File: src/rtl/alu_uop_decoder.sv
// alu_uop_decoder
//   Registered RV32I decode stage. It turns an instruction word into the
//   4-bit ALU micro-opcode, the operand-select controls, the immediate and
//   the register indices used by the integer ALU.
//   An output register (entry 0) and a skid register (entry 1) let the stage
//   keep one instruction per cycle flowing while the downstream side stalls.
//
// Build option:
//   ALU_DEC_ILLEGAL_CHECK_EN - when defined, unsupported encodings raise
//   illegal_out. When undefined, illegal_out is tied 0. In both cases such
//   entries decode as ADD rs1+rs2 with rd_we_out=0 and still pass through
//   the handshake.
//
// Ports:
//   clk_in, rst_n_in        clock (rising edge), async active-low reset
//   flush_in                drop every held entry at the next edge
//   instr_in, pc_in         instruction word and its address
//   valid_in / ready_out    upstream handshake
//   valid_out / ready_in    downstream handshake
//   uop_out                 ALU micro-opcode
//   a_sel_out, b_sel_out    operand A: 0=rs1 1=PC, operand B: 0=rs2 1=imm
//   imm_out                 sign-extended immediate (shamt for shifts)
//   rs1_out, rs2_out, rd_out register indices
//   rd_we_out               entry writes rd
//   pc_out                  PC of the decoded entry
//   illegal_out             unsupported encoding
//
// Handshake: a beat moves on a rising edge where valid and ready are both
// high; valid is held with stable data until that edge, and ready does not
// depend on valid of the same interface.
module alu_uop_decoder #(
   parameter int DATA_WIDTH = 32
) (
   input  logic                  clk_in,
   input  logic                  rst_n_in,
   input  logic                  flush_in,
   input  logic [DATA_WIDTH-1:0] instr_in,
   input  logic [DATA_WIDTH-1:0] pc_in,
   input  logic                  valid_in,
   output logic                  ready_out,
   output logic                  valid_out,
   input  logic                  ready_in,
   output logic [3:0]            uop_out,
   output logic                  a_sel_out,
   output logic                  b_sel_out,
   output logic [DATA_WIDTH-1:0] imm_out,
   output logic [4:0]            rs1_out,
   output logic [4:0]            rs2_out,
   output logic [4:0]            rd_out,
   output logic                  rd_we_out,
   output logic [DATA_WIDTH-1:0] pc_out,
   output logic                  illegal_out
);

   localparam logic [3:0] UOP_ADD  = 4'b0000;
   localparam logic [3:0] UOP_SUB  = 4'b0001;
   localparam logic [3:0] UOP_OR   = 4'b0010;
   localparam logic [3:0] UOP_AND  = 4'b0011;
   localparam logic [3:0] UOP_XOR  = 4'b0100;
   localparam logic [3:0] UOP_BUFB = 4'b1001;
   localparam logic [3:0] UOP_SLT  = 4'b1010;
   localparam logic [3:0] UOP_SLTU = 4'b1011;
   localparam logic [3:0] UOP_SRA  = 4'b1101;
   localparam logic [3:0] UOP_SRL  = 4'b1110;
   localparam logic [3:0] UOP_SLL  = 4'b1111;

   localparam logic [6:0] OPC_OP     = 7'b0110011;
   localparam logic [6:0] OPC_OP_IMM = 7'b0010011;
   localparam logic [6:0] OPC_LUI    = 7'b0110111;
   localparam logic [6:0] OPC_AUIPC  = 7'b0010111;
   localparam logic [6:0] OPC_LOAD   = 7'b0000011;
   localparam logic [6:0] OPC_STORE  = 7'b0100011;

   localparam logic [6:0] F7_BASE = 7'b0000000;
   localparam logic [6:0] F7_ALT  = 7'b0100000;

   typedef struct packed {
      logic [3:0]            uop;
      logic                  a_sel;
      logic                  b_sel;
      logic [DATA_WIDTH-1:0] imm;
      logic [4:0]            rs1;
      logic [4:0]            rs2;
      logic [4:0]            rd;
      logic                  rd_we;
      logic [DATA_WIDTH-1:0] pc;
      logic                  illegal;
   } entry_t;

   // funct3 map shared by OP and OP-IMM for the codes without a funct7 variant
   function automatic logic [3:0] f3_uop(input logic [2:0] f3);
      case (f3)
         3'b001:  f3_uop = UOP_SLL;
         3'b010:  f3_uop = UOP_SLT;
         3'b011:  f3_uop = UOP_SLTU;
         3'b100:  f3_uop = UOP_XOR;
         3'b110:  f3_uop = UOP_OR;
         3'b111:  f3_uop = UOP_AND;
         default: f3_uop = UOP_ADD;
      endcase
   endfunction

   logic [6:0] opcode;
   logic [2:0] funct3;
   logic [6:0] funct7;
   logic [DATA_WIDTH-1:0] imm_i, imm_s, imm_u, imm_shamt;

   assign opcode    = instr_in[6:0];
   assign funct3    = instr_in[14:12];
   assign funct7    = instr_in[31:25];
   assign imm_i     = {{20{instr_in[31]}}, instr_in[31:20]};
   assign imm_s     = {{20{instr_in[31]}}, instr_in[31:25], instr_in[11:7]};
   assign imm_u     = {instr_in[31:12], 12'b0};
   assign imm_shamt = {27'b0, instr_in[24:20]};

   entry_t dec;
   logic   bad;

   always_comb begin
      dec       = '0;
      bad       = 1'b0;
      dec.rs1   = instr_in[19:15];
      dec.rs2   = instr_in[24:20];
      dec.rd    = instr_in[11:7];
      dec.pc    = pc_in;
      case (opcode)
         OPC_OP: begin
            dec.rd_we = 1'b1;
            case (funct3)
               3'b000: begin
                  if (funct7 == F7_BASE)     dec.uop = UOP_ADD;
                  else if (funct7 == F7_ALT) dec.uop = UOP_SUB;
                  else                       bad = 1'b1;
               end
               3'b101: begin
                  if (funct7 == F7_BASE)     dec.uop = UOP_SRL;
                  else if (funct7 == F7_ALT) dec.uop = UOP_SRA;
                  else                       bad = 1'b1;
               end
               default: begin
                  dec.uop = f3_uop(funct3);
                  if (funct7 != F7_BASE) bad = 1'b1;
               end
            endcase
         end
         OPC_OP_IMM: begin
            dec.rd_we = 1'b1;
            dec.b_sel = 1'b1;
            dec.imm   = imm_i;
            case (funct3)
               3'b000: dec.uop = UOP_ADD;
               3'b001: begin
                  dec.uop = UOP_SLL;
                  dec.imm = imm_shamt;
                  if (funct7 != F7_BASE) bad = 1'b1;
               end
               3'b101: begin
                  dec.imm = imm_shamt;
                  if (funct7 == F7_BASE)     dec.uop = UOP_SRL;
                  else if (funct7 == F7_ALT) dec.uop = UOP_SRA;
                  else                       bad = 1'b1;
               end
               default: dec.uop = f3_uop(funct3);
            endcase
         end
         OPC_LUI: begin
            dec.uop   = UOP_BUFB;
            dec.b_sel = 1'b1;
            dec.imm   = imm_u;
            dec.rd_we = 1'b1;
         end
         OPC_AUIPC: begin
            dec.uop   = UOP_ADD;
            dec.a_sel = 1'b1;
            dec.b_sel = 1'b1;
            dec.imm   = imm_u;
            dec.rd_we = 1'b1;
         end
         OPC_LOAD: begin
            dec.uop   = UOP_ADD;
            dec.b_sel = 1'b1;
            dec.imm   = imm_i;
            dec.rd_we = 1'b1;
         end
         OPC_STORE: begin
            dec.uop   = UOP_ADD;
            dec.b_sel = 1'b1;
            dec.imm   = imm_s;
         end
         default: bad = 1'b1;
      endcase
      // Unsupported encodings collapse to a harmless ADD rs1+rs2 without writeback
      if (bad) begin
         dec.uop   = UOP_ADD;
         dec.a_sel = 1'b0;
         dec.b_sel = 1'b0;
         dec.imm   = '0;
         dec.rd_we = 1'b0;
      end
`ifdef ALU_DEC_ILLEGAL_CHECK_EN
      dec.illegal = bad;
`else
      dec.illegal = 1'b0;
`endif
   end

   // Two-entry buffer: entry 0 drives the outputs, entry 1 is the skid.
   // The skid is only ever valid while entry 0 is valid.
   entry_t e0, e1;
   logic   v0, v1;
   logic   accept, xfer;

   assign ready_out = !v1;
   assign accept    = valid_in && ready_out;
   assign xfer      = v0 && ready_in;

   always_ff @(posedge clk_in or negedge rst_n_in) begin
      if (!rst_n_in) begin
         v0 <= 1'b0;
         v1 <= 1'b0;
         e0 <= '0;
         e1 <= '0;
      end else if (flush_in) begin
         v0 <= 1'b0;
         v1 <= 1'b0;
      end else if (v1) begin
         // Skid full means upstream is blocked; only a drain can happen
         if (xfer) begin
            e0 <= e1;
            v1 <= 1'b0;
         end
      end else if (accept) begin
         if (!v0 || xfer) begin
            e0 <= dec;
            v0 <= 1'b1;
         end else begin
            e1 <= dec;
            v1 <= 1'b1;
         end
      end else if (xfer) begin
         v0 <= 1'b0;
      end
   end

   assign valid_out   = v0;
   assign uop_out     = e0.uop;
   assign a_sel_out   = e0.a_sel;
   assign b_sel_out   = e0.b_sel;
   assign imm_out     = e0.imm;
   assign rs1_out     = e0.rs1;
   assign rs2_out     = e0.rs2;
   assign rd_out      = e0.rd;
   assign rd_we_out   = e0.rd_we;
   assign pc_out      = e0.pc;
   assign illegal_out = e0.illegal;

endmodule
File: config.mk
export PLATFORM = sky130hd
export DESIGN_NAME = alu_uop_decoder
export DESIGN_NICKNAME = d
export VERILOG_FILES = /design/src/rtl/alu_uop_decoder.sv
export SDC_FILE = /design/constraint.sdc
export NUM_CORES = 1
export LEC_CHECK = 0
export CORE_MARGIN = 2
export CORE_UTILIZATION = 45
export CTS_CLUSTER_DIAMETER = 60
export DETAILED_ROUTE_END_ITERATION = 12
export GPL_TIMING_DRIVEN = 0
export PLACE_DENSITY_LB_ADDON = 0.3
export SYNTH_ARGS = -nofsm -noshare
export SYNTH_HDL_FRONTEND = slang
export SYNTH_SLANG_ARGS = --single-unit
export TNS_END_PERCENT = 20
File: constraint.sdc
create_clock -name clk_in -period 5.3 [get_ports clk_in]
set_clock_uncertainty 0.1 [all_clocks]
set_input_delay 0.53 -clock clk_in [delete_from_list [all_inputs] [get_ports clk_in]]
set_output_delay 0.53 -clock clk_in [all_outputs]
set_load 0.02 [all_outputs]
==> metrics.yaml <==
layout_commonest_cell: "nand2_1"
drt-pass1-iter-count: 5
wl_per_cell_um: 17.4
critical_path.slowest_cell: "nor4_1"
fin_cells: 1241
synthDistinctLibCells: 45
yosysWarnings: 0
avgSynthCellArea_um2: 9.40
rsz0062_at_grt: "false"
r2r-start: "v1"
root_buffer: "clkbuf_16"
vias: 6681
yosys.area.top_type: "dfrtp_1"
die-area_mm2: 0.0183
cp.required_ns: 5.55
grt_first_pass_wirelength_mm: 34.0
fin_crit_ns: 3.06
fp.dieH_um: 135
critPathMostFrequentCell: "clkbuf_1"
worstPathMaxFanout: 10
track_usage: 0.239
peakVddDrop_mv: 0.237
nets: 1071
post-cts-setup-buffer-count: 0
overflow: 0
cp-endpoint: "imm_out[31]"
final_cell_mix: "nand2_1, dfrtp_1, clkdlybuf4s50_1"
reg2regPathDepth: 6
worstMarginPinSlew_ns: 1.22
netlist_area_mm2: 0.00778
io-pin-count: 158
hold_viol: 7
rr_endpoint: "imm_out[31]"
startpoint_type: "input port"
fillCellCount: 1494
synth_seq_cells: 174
core_mm2: 0.0171
clock.fmax_mhz: 327
min_path_type: "input port to asynchronous set/reset pin"
slew_headroom: 0.178
critPathArrivalTime_ns: 3.30
pre_cts_ws_ns: 1.91
antenna_found_initial: 1
cts_tree: "built"
period_share: 0.577
placed_area_mm2: 0.00964
final_util: 0.600
critical_path.startpoint: "ready_in"
grt_max_degree: 95
cts_buffer_depth: 2
drt_wl_total_mm: 21.6
seq_area_frac_synth: 0.560
vias_per_cell: 5.38
seq_area_mm2: 0.00435
cts.htree.levels: 4
async_flop_share: 1.00
maxCapViolCount: 0
clockPowerShare: 0.350
report.final.slew_viol_count: 0
layout_setup_ws_ns: 2.24
power_density_mw_per_mm2: 371
p_int_mw: 2.72
synthCells: 827
fp.dieW_um: 135
ctsHoldBuffers: 0
numPortBuffers: 155
mappedNetlistNets: 896
area_growth_pct: 32.0
clkLatencyLatePin_ns: 0.43
seq_power_share: 0.445
synth_top_area_share: 0.560
comb_power_share: 0.206
gp_routability_congestion: 0.882
grt_pass1_vias: 6435
status: "finished, violations left"
drive_gt1_frac: 0.0532
synth-edff-count: 0
dpl.cell_count: 1208
cts_buffers: 17
finalSetupViolations: 0
yosys-top-cells-area: "dfrtp_1, nand2_1, mux2i_1"
cts.sinks: 174
drc: 0
p_sw_frac: 0.286
cts_resized: 0
crit_chain: "clkdlybuf4s50_1 > nor2b_1 > nor4_1 > clkbuf_1 > clkbuf_1 > nor2_1 > a21oi_1"
ant_nets: 0
holdWs_ns: -0.0180
p_leak_nw: 4.53
finish.instance_area_mm2: 0.0103
crit_type: "input port to flip-flop"
p_sw_mw: 1.09
end_kind: "flip-flop"
cpPeakStageDelay_ns: 0.93
multi_input_area_mm2: 0.00314
synth_flop_cell: "dfrtp_1"
violations: "negative hold slack"
path_clk_slew_ns: 0.07
dp_hpwl_mm: 15.2
initial_core_util: 0.454
rows: 48
r2r_slack_ns: 2.38
drtIter0Drc: 599
## area by class of cell
class | count | area share
diodes | 1 | 0.000244
plain buffers | 67 | 0.0258
clock buffers | 19 | 0.0422
clock inverters | 13 | 0.0183
inverters | 4 | 0.00146
multi-input cells | 582 | 0.306
flip-flops and latches | 174 | 0.424
well taps | 225 | 0.0274
repair buffers | 156 | 0.154
## layer usage
layer	global-route usage	vias up	routed length (um)
met5	0	-	0
met4	0.0660	0	270
met3	0.0614	26	1470
met2	0.389	231	10500
met1	0.320	3254	9410
li1	-	3170	-
## worst min-delay path by stage
stage / start / cells after the start / endpoint
floorplan: rst_n_in / 0 / a_sel_out
global placement: e1[50] / 2 / e1[50]
detailed placement: e1[85] / 2 / e1[85]
CTS: rst_n_in / 1 / imm_out[25]
global route: rst_n_in / 1 / imm_out[25]
finish: rst_n_in / 1 / imm_out[25]
## power by group through the flow
| stage | sequential, mW | clock [mW] | combinational, mW |
|---|---|---|---|
| 2_1_floorplan | 1.81 | 0 | 0.285 |
| 3_3_place_gp | 1.71 | 0 | 0.770 |
| 3_5_place_dp | 1.71 | 0 | 0.788 |
| 4_1_cts | 1.69 | 1.35 | 0.791 |
| 5_1_grt | 1.72 | 1.40 | 0.859 |
| 6_report | 1.69 | 1.33 | 0.783 |
## synthesized netlist by cell type (2+ instances only)
cell type / n
nor3_1: 2
and3_1: 14
o21ai_0: 68
mux2i_1: 48
inv_1: 4
dfrtp_1: 174
buf_1: 2
and2_1: 2
or4_1: 3
nor2b_1: 4
or3b_2: 13
nor4_1: 3
a22o_1: 13
or2_2: 3
nand3b_1: 2
a22oi_1: 6
nand2_1: 257
nor2_1: 30
nand3_1: 12
o31ai_1: 23
o21a_1: 13
a21oi_1: 19
clkbuf_1: 61
nor3b_1: 6
a31oi_1: 25
## logic make-up after synthesis
logic type      count (synthesis)  share of synthesized area
xor+xnor                        1                    0.00113
other cells                     1                   0.000482
mux                            48                     0.0618
compound gates                175                      0.140
simple gates                  357                      0.201
buf+inv                        71                     0.0360
flops                         174                      0.560
## worst max-delay path: cells and delay by family
family	cells	cell delay, ns
compound gates	1	0.14
buf+inv	3	1.53
simple gates	3	1.10
## state kept, by name, summed over array words and instances (netlist names)
| signal | count |
|---|---|
| a_sel_out | 1 |
| pc_out | 32 |
| rs1_out | 5 |
| rs2_out | 5 |
| rd_we_out | 1 |
| rd_out | 5 |
| valid_out | 1 |
| imm_out | 32 |
| b_sel_out | 1 |
| e1 | 86 |
| v1 | 1 |
| uop_out | 4 |
## per-stage QoR
stage          power (mW)  TNS (ns)
2_1_floorplan        2.10         0
3_3_place_gp         2.48   -633.35
3_5_place_dp         2.50         0
4_1_cts              3.83         0
5_1_grt              3.98         0
6_report             3.81         0
Note: power is estimated with default switching activity, not from simulation.
